### src/rtl/updn_sweep_ctrl.sv
`default_nettype none
// ============================================================================
// Module   : updn_sweep_ctrl
// Purpose  : Drives an external up/down counter through a triangle sweep
//            Lo -> Hi -> Lo for a programmed number of passes. The counter
//            value is watched so direction reverses one step before each
//            bound, which means there is no dwell cycle at Hi or Lo.
// Ports    : clk_i, rst_i          clock, asynchronous active-high reset
//            start_i, abort_i      begin sweep (IDLE only) / synchronous stop
//            lo_bound_i, hi_bound_i, passes_i  programming, captured on Start
//            cnt_i                 counter value fed back
//            load_o, load_val_o, up_o, down_o  counter controls
//            busy_o, done_o, err_o, pass_cnt_o status
// Revision : 1.0  initial release
// ============================================================================
module updn_sweep_ctrl #(
  parameter int WIDTH  = 5,
  parameter int PASS_W = 4
) (
  input  logic              clk_i,
  input  logic              rst_i,
  input  logic              start_i,
  input  logic              abort_i,
  input  logic [WIDTH-1:0]  lo_bound_i,
  input  logic [WIDTH-1:0]  hi_bound_i,
  input  logic [PASS_W-1:0] passes_i,
  input  logic [WIDTH-1:0]  cnt_i,
  output logic              load_o,
  output logic [WIDTH-1:0]  load_val_o,
  output logic              up_o,
  output logic              down_o,
  output logic              busy_o,
  output logic              done_o,
  output logic              err_o,
  output logic [PASS_W-1:0] pass_cnt_o
);

  localparam logic [2:0] C_IDLE = 3'd0;
  localparam logic [2:0] C_LOAD = 3'd1;
  localparam logic [2:0] C_UP   = 3'd2;
  localparam logic [2:0] C_DOWN = 3'd3;
  localparam logic [2:0] C_DONE = 3'd4;

  logic [2:0]        state_q,    state_d;
  logic [WIDTH-1:0]  lo_q,       lo_d;
  logic [WIDTH-1:0]  hi_q,       hi_d;
  logic [PASS_W-1:0] passes_q,   passes_d;
  logic [PASS_W-1:0] pass_cnt_q, pass_cnt_d;
  logic              err_q,      err_d;

  // Reversal thresholds; Lo < Hi is enforced at Start so neither wraps.
  logic [WIDTH-1:0]  hi_dec;
  logic [WIDTH-1:0]  lo_inc;
  logic [PASS_W-1:0] pass_inc;
  logic              bad_prog;

  assign hi_dec   = hi_q - WIDTH'(1);
  assign lo_inc   = lo_q + WIDTH'(1);
  assign pass_inc = pass_cnt_q + PASS_W'(1);
  assign bad_prog = (lo_bound_i >= hi_bound_i) || (passes_i == '0);

  always_comb begin
    state_d    = state_q;
    lo_d       = lo_q;
    hi_d       = hi_q;
    passes_d   = passes_q;
    pass_cnt_d = pass_cnt_q;
    err_d      = 1'b0;
    case (state_q)
      C_IDLE: begin
        // Abort dominates a simultaneous Start: nothing happens at all.
        if (start_i && !abort_i) begin
          if (bad_prog) begin
            err_d = 1'b1;
          end else begin
            lo_d       = lo_bound_i;
            hi_d       = hi_bound_i;
            passes_d   = passes_i;
            pass_cnt_d = '0;
            state_d    = C_LOAD;
          end
        end
      end
      C_LOAD: begin
        state_d = abort_i ? C_IDLE : C_UP;
      end
      C_UP: begin
        if (abort_i) begin
          state_d = C_IDLE;
        end else if (cnt_i == hi_dec) begin
          state_d = C_DOWN;
        end
      end
      C_DOWN: begin
        // An abort on the final step of a pass leaves Pass_Cnt untouched.
        if (abort_i) begin
          state_d = C_IDLE;
        end else if (cnt_i == lo_inc) begin
          pass_cnt_d = pass_inc;
          state_d    = (pass_inc == passes_q) ? C_DONE : C_UP;
        end
      end
      C_DONE: begin
        state_d = C_IDLE;
      end
      default: begin
        state_d = C_IDLE;
      end
    endcase
  end

  always_ff @(posedge clk_i or posedge rst_i) begin
    if (rst_i) begin
      state_q    <= C_IDLE;
      lo_q       <= '0;
      hi_q       <= '0;
      passes_q   <= '0;
      pass_cnt_q <= '0;
      err_q      <= 1'b0;
    end else begin
      state_q    <= state_d;
      lo_q       <= lo_d;
      hi_q       <= hi_d;
      passes_q   <= passes_d;
      pass_cnt_q <= pass_cnt_d;
      err_q      <= err_d;
    end
  end

  assign load_o     = (state_q == C_LOAD);
  assign up_o       = (state_q == C_UP);
  assign down_o     = (state_q == C_DOWN);
  assign busy_o     = load_o | up_o | down_o;
  assign done_o     = (state_q == C_DONE);
  assign err_o      = err_q;
  assign load_val_o = lo_q;
  assign pass_cnt_o = pass_cnt_q;

endmodule
`default_nettype wire

### config.mk
export PLATFORM = sky130hd
export DESIGN_NAME = updn_sweep_ctrl
export DESIGN_NICKNAME = d
export VERILOG_FILES = /design/src/rtl/updn_sweep_ctrl.sv
export SDC_FILE = /design/constraint.sdc
export NUM_CORES = 1
export LEC_CHECK = 0
export BUFFER_PORTS_ARGS = -buffer_cell sky130_fd_sc_hd__buf_2
export CORE_MARGIN = 2
export CORE_UTILIZATION = 52
export DETAILED_ROUTE_END_ITERATION = 10
export GPL_ROUTABILITY_DRIVEN = 0
export PLACE_DENSITY = 0.79
export SLEW_MARGIN = 0
export SYNTH_ARGS = -nofsm -noshare
export SYNTH_HDL_FRONTEND = slang
export SYNTH_SLANG_ARGS = --single-unit
### constraint.sdc
create_clock -name clk_i -period 2.5 [get_ports clk_i]
set_input_delay 0.625 -clock clk_i [delete_from_list [all_inputs] [get_ports clk_i]]
set_output_delay 0.625 -clock clk_i [all_outputs]
set_load 0.01 [all_outputs]
==> impl_metrics.env, run 1 <==
export IMPL_status="finished clean"
export IMPL_rows=18
export IMPL_firstDrtPassIters=4
export IMPL_cts_setup_buffers=0
export IMPL_worstPathRequired_ps=2730
export IMPL_syn_nets=168
export IMPL_async_reset_ff_share_pct=100.0
export IMPL_tightest_slew_ps=806.6
export IMPL_layout_nets=210
export IMPL_cp_end_kind="flip-flop"
export IMPL_synth_cells=137
export IMPL_synth_area_um2=1405
export IMPL_clk_path_buf_depth=2
export IMPL_critical_path_class="reg -> reg"
export IMPL_numClockSinks=22
export IMPL_drc_errors=0
export IMPL_synth_edff_count=0
export IMPL_dpl_hpwl_um=2409
export IMPL_fmax_mhz=475.9
export IMPL_synth_ff_type="dfrtp_1"
export IMPL_synth_top_area_share_pct=39.18
export IMPL_reg2reg_to="pass_cnt_o[2]$_DFFE_PP0P_"
export IMPL_synth_most_common_cell="dfrtp_1"
export IMPL_vias_per_cell=5.601
export IMPL_areaGrowthSynthToFinish_pct=20.39
export IMPL_cts_tree="done"
export IMPL_drive_above_1_share_pct=33.15
export IMPL_coreArea_um2=2522
export IMPL_drv_slew=0
export IMPL_numCtsBuffers=3
export IMPL_grt_pass1_wl_um=5064
export IMPL_rsz0062_at_grt="no"
export IMPL_reg2reg_depth=6
export IMPL_fin_crit_sh_pct=84.05
export IMPL_ys_seq_area_share_pct=39.18
export IMPL_cp_start_kind="flip-flop"
export IMPL_io_pins=38
export IMPL_hold_buffers=0
export IMPL_grt_pass1_vias=1155
export IMPL_skew_ps=5.386
export IMPL_finalWirelength_um=3045
export IMPL_path_max_fanout=7
export IMPL_yosys_top_cells_area="dfrtp_1, mux2_2, ha_1"
export IMPL_grt_use_total_pct=20.46
export IMPL_clockRootBuffer="clkbuf_4"
export IMPL_synth_cell_types=35
export IMPL_fin_tns_setup_ps=0
export IMPL_yosysWarnings=0
export IMPL_antenna_found_initial=0
export IMPL_ys_ff_latch=22
export IMPL_r2r_setup_slack_ps=400
export IMPL_finalHoldViolations=0
export IMPL_ant_nets=0
export IMPL_wl_per_cell_um=14.64
export IMPL_die_y_um=55.98
export IMPL_syn_avg_cell_area_um2=10.26
export IMPL_yosys_top_cells_count="dfrtp_1, mux2_2, inv_1, xnor2_1"
export IMPL_powerDensity_nw_per_um2=1038
export IMPL_drv_cap=0
export IMPL_grt_max_degree=23
export IMPL_vias=1165
export IMPL_cts_resized=0
export IMPL_grt_overflow=0
export IMPL_ir_drop_v=0.0008636
export IMPL_antenna_cells=0
export IMPL_p_total_mw=1.755
export IMPL_initial_core_util_pct=55.70
export IMPL_worstPathArrival_ps=2330
export IMPL_p_leak_nw=0.7973
export IMPL_period_minus_slack_ps=2101
export IMPL_first_iter_violations=39
export IMPL_maxSlewHeadroom_pct=45.53
export IMPL_port_buffers=37
export IMPL_clk_pin_slew_worst_paths_ps=130
export IMPL_design_die_area_um2=3134
export IMPL_setup_violations=0
export IMPL_clk_latency_ps=320
export IMPL_h_tree_depth=1
export IMPL_die_width_um=55.98
export IMPL_timing_rr_start="load_val_o[0]$_DFFE_PP0P_"
export IMPL_synth_top_area_cell="dfrtp_1"
export IMPL_hold_path_class="in -> async"
## cell families (layout without fill, tap and decap cells)
logic type                 Yosys count  in the layout  share of synthesized area (%)
and+or+nand+nor                     36             36                          13.18
adders and majority gates            8              8                          7.124
muxes                               14             14                          11.04
xor gates and xnor gates            18             18                          11.22
AOI/OAI and AO/OA                   25             25                          13.89
buffers and inverters               14             55                          4.363
DFF                                 22             22                          39.18
## flip-flops by register name (all words and copies together), names as in the netlist
name / cells
load_val_o: 5
hi_q: 5
passes_q: 4
err_o: 1
pass_cnt_o: 4
state_q: 3
## routing by layer
| layer | share of wire [%] | track usage (%) | vias up | wire length (um) |
|---|---|---|---|---|
| met5 | 0 | 0 | - | 0 |
| met1 | 44 | 25.56 | 548 | 1355 |
| met4 | 3.3 | 10.20 | 0 | 101 |
| li1 | - | - | 573 | - |
| met2 | 48 | 33.61 | 33 | 1451 |
| met3 | 4.5 | 3.953 | 11 | 136 |
## cell usage in the layout, fill, tap and decap left out, types with 2 or more instances in the layout
cell	n
clkbuf_4	3
mux2i_1	2
a21oi_1	4
dfrtp_1	22
o21ai_0	4
inv_1	11
nand3_1	4
a31o_1	3
buf_2	37
a31oi_1	2
nor2b_1	2
xnor2_1	11
nor3_1	5
nand2b_1	3
mux2_2	12
a211oi_1	3
xor2_1	7
nand2_1	8
o41ai_1	3
ha_1	8
nor2_1	7
## per-stage QoR
stage	cells	setup slack, ps	hold slack (ps)	area [um2]	utilization, %
final	208	398.8	437.6	1692	67.06
after CTS	208	426.7	472.0	1692	67.06
after global routing	208	286.7	505.8	1692	67.06
after floorplan	137	166.0	501.0	1405	-
after global placement	204	155.9	514.5	1639	64.98
after detailed placement	204	117.8	526.0	1639	64.98
## cell type report
type                    instances  area [um2]
clock buffers                   3       22.52
well taps                      30       37.54
clock inverters                 1       30.03
multi-input cells             101       793.3
fillers                       224       830.8
inverters                      12       45.04
repair buffers                 39       212.7
flip-flops and latches         22       550.5
## worst max-delay path, cell delays in order, from the launching register on
cell      delay, ps
dfrtp_1         470
ha_1            340
xor2_1          160
a211oi_1        220
o211ai_1        270
nand2b_1        300
a31o_1          250
## power breakdown
group | total [mW] | switching, mW | internal (mW)
clock | 0.283 | 0.121 | 0.162
combinational | 0.793 | 0.379 | 0.413
sequential | 0.679 | 0.181 | 0.499
total | 1.76 | 0.681 | 1.07
## worst max path at each step
stage,startpoint,end,slack [ps]
after floorplan,hi_bound_i[2],hi_q[4]$_DFFE_PP0P_,170
after global placement,lo_bound_i[2],hi_q[2]$_DFFE_PP0P_,160
after detailed placement,lo_bound_i[4],hi_q[2]$_DFFE_PP0P_,120
after CTS,load_val_o[0]$_DFFE_PP0P_,pass_cnt_o[1]$_DFFE_PP0P_,430
after global routing,load_val_o[0]$_DFFE_PP0P_,pass_cnt_o[2]$_DFFE_PP0P_,290
final,load_val_o[0]$_DFFE_PP0P_,pass_cnt_o[2]$_DFFE_PP0P_,400
No activity file was read; power rests on OpenSTA's default activity.
==> run 2: changes to the inputs <==
- CORE_UTILIZATION: 52 -> 47
- PLACE_DENSITY: 0.79 -> 0.76
- clock period: 2.5 -> 1.82 ns (I/O delays scaled with it)
==> run 2 against run 1 <==
  * The flow now finishes with violations (DRC)
  * Highest routed layer unchanged
  * Sequential cell count did not move
  * Utilization rose by 7.7 points
  * Via count rose by 8.8%
  * Critical path type unchanged
  * Clock skew fell by 3.3 ps
==> impl_metrics.env, run 2 (synthesized netlist as in run 1, its figures left out) <==
export IMPL_clockRootBuffer="clkbuf_4"
export IMPL_power_switching_mw=1.073
export IMPL_h_tree_depth=1
export IMPL_p_leak_nw=0.9834
export IMPL_critical_path_class="reg -> reg"
export IMPL_clkPwrFrac_pct=8.0
export IMPL_drv_slew=0
export IMPL_path_max_fanout=4
export IMPL_vias_per_cell=5.346
export IMPL_clk_pin_slew_worst_paths_ps=120
export IMPL_sw_frac_of_total_pct=39.26
export IMPL_grt_pass1_vias=1280
export IMPL_ir_drop_v=0.0007529
export IMPL_whs_ps=168.4
export IMPL_powerDensity_nw_per_um2=1304
export IMPL_worstPathArrival_ps=1990
export IMPL_antenna_cells=0
export IMPL_numCtsBuffers=3
export IMPL_grt_pass1_wl_um=5678
export IMPL_clk_latency_ps=300
export IMPL_skew_ps=2.123
export IMPL_dpl_hpwl_um=2744
export IMPL_p_comb_share_pct=58.6
export IMPL_firstDrtPassIters=7
export IMPL_rows=19
export IMPL_status="finished with violations"
export IMPL_first_iter_violations=68
export IMPL_rsz0062_at_grt="yes"
export IMPL_period_minus_slack_ps=1789
export IMPL_finalHoldViolations=0
export IMPL_drive_above_1_share_pct=56.80
export IMPL_crit_chain="ha_4 > o21ba_2 > a22oi_2 > o211ai_1 > buf_4 > nand2b_4 > a31o_1"
export IMPL_vias=1267
export IMPL_final_cell_mix="buf_2, buf_4, dfrtp_1, xnor2_1"
export IMPL_p_int_mw=1.661
export IMPL_maxSlewHeadroom_pct=65.92
export IMPL_power_frac_seq_pct=33.4
export IMPL_io_pins=38
export IMPL_setup_violations=0
export IMPL_fin_tns_setup_ps=0
export IMPL_design_die_area_um2=3443
export IMPL_drc_errors=4
export IMPL_layout_commonest_cell="buf_2"
export IMPL_grt_overflow=0
export IMPL_fmax_mhz=559.0
export IMPL_drv_cap=0
export IMPL_worstPathRequired_ps=2020
export IMPL_grt_max_degree=23
export IMPL_numClockSinks=22
export IMPL_cts_tree="done"
export IMPL_hold_path_class="in -> async"
export IMPL_clk_path_buf_depth=2
export IMPL_coreArea_um2=2805
export IMPL_worst_path_largest_cell_delay_ps=440
export IMPL_fin_crit_sh_pct=98.29
export IMPL_antenna_found_initial=0
export IMPL_initial_core_util_pct=50.09
export IMPL_cp_end_kind="flip-flop"
export IMPL_grt_use_total_pct=21.60
export IMPL_violations="DRC"
export IMPL_crit_slowest_cell="dfrtp_1"
export IMPL_finalWirelength_um=3403
export IMPL_cp_start_kind="flip-flop"
export IMPL_tightest_slew_ps=507.3
export IMPL_wl_per_cell_um=14.36
export IMPL_die_width_um=58.68
export IMPL_die_y_um=58.68
export IMPL_layout_nets=239
export IMPL_port_buffers=37
export IMPL_ant_nets=0
export IMPL_areaGrowthSynthToFinish_pct=49.24
run 2: layer usage:
metal / vias to the layer above / part of all wire (%) / track usage, %
met3: 10 / 3.5 / 2.418
met5: - / 0 / 0
met1: 592 / 44 / 27.68
met4: 0 / 2.6 / 9.416
met2: 35 / 50 / 36.92
li1: 630 / - / -
run 2: worst paths after layout:
path / from / end / slack (ps) / depth (start not counted)
setup reg to reg: load_val_o[0]$_DFFE_PP0P_ / pass_cnt_o[1]$_DFFE_PP0P_ / 30 / 7
max in group asynchronous: rst_i / hi_q[2]$_DFFE_PP0P_ / 1430 / 3
min in group clk_i: hi_bound_i[0] / hi_q[0]$_DFFE_PP0P_ / 410 / 3
setup / recovery: load_val_o[0]$_DFFE_PP0P_ / pass_cnt_o[1]$_DFFE_PP0P_ / 30 / 7
hold / removal: rst_i / pass_cnt_o[2]$_DFFE_PP0P_ / 170 / 3
hold reg to reg: passes_q[0]$_DFFE_PP0P_ / passes_q[0]$_DFFE_PP0P_ / 560 / 1
run 2: cell type report:
| class | instances | area, um2 |
|---|---|---|
| Clock buffer | 3 | 22.52 |
| Fill cell | 202 | 708.2 |
| Inverter | 12 | 57.56 |
| Multi-Input combinational cell | 101 | 1002 |
| Sequential cell | 22 | 550.5 |
| Tap cell | 31 | 38.79 |
| Timing Repair Buffer | 68 | 425.4 |
run 2: power groups by stage:
stage / clock [mW] / combinational, mW / sequential (mW)
final: 0.218 / 1.60 / 0.914
after global routing: 0.242 / 1.75 / 0.942
after CTS: 0.224 / 1.51 / 0.903
after detailed placement: 0 / 1.37 / 0.899
after global placement: 0 / 1.32 / 0.883
after floorplan: 0 / 0.840 / 0.908
run 2: stage by stage:
step                      util [%]  power [mW]  area, um2  worst slack [ps]  instances
after global routing         74.75       2.931       2097            -21.25        237
after global placement       68.51       2.198       1922            -239.6        230
after CTS                    72.44       2.640       2032             1.020        237
final                        74.75       2.734       2097             31.10        237
after floorplan                  -       1.747       1511            -157.2        137
after detailed placement     68.51       2.264       1922            -287.8        230
run 2: worst max-delay path, delay by kind of cell, from the launching register on:
kind                       cells  cell delay (ps)
AOI/OAI and AO/OA              4              720
adders and majority gates      1              190
buffers and inverters          1              180
DFF                            1              440
and+or+nand+nor                1              160
run 2: what timing repair did:
action / 4_1_cts / 5_1_grt
endpoints found under the setup margin: 8 / 21
resized for setup: 13 / 13
hold buffers: 0 / 0
buffers inserted: 4 / 0
pin swaps: 11 / 7
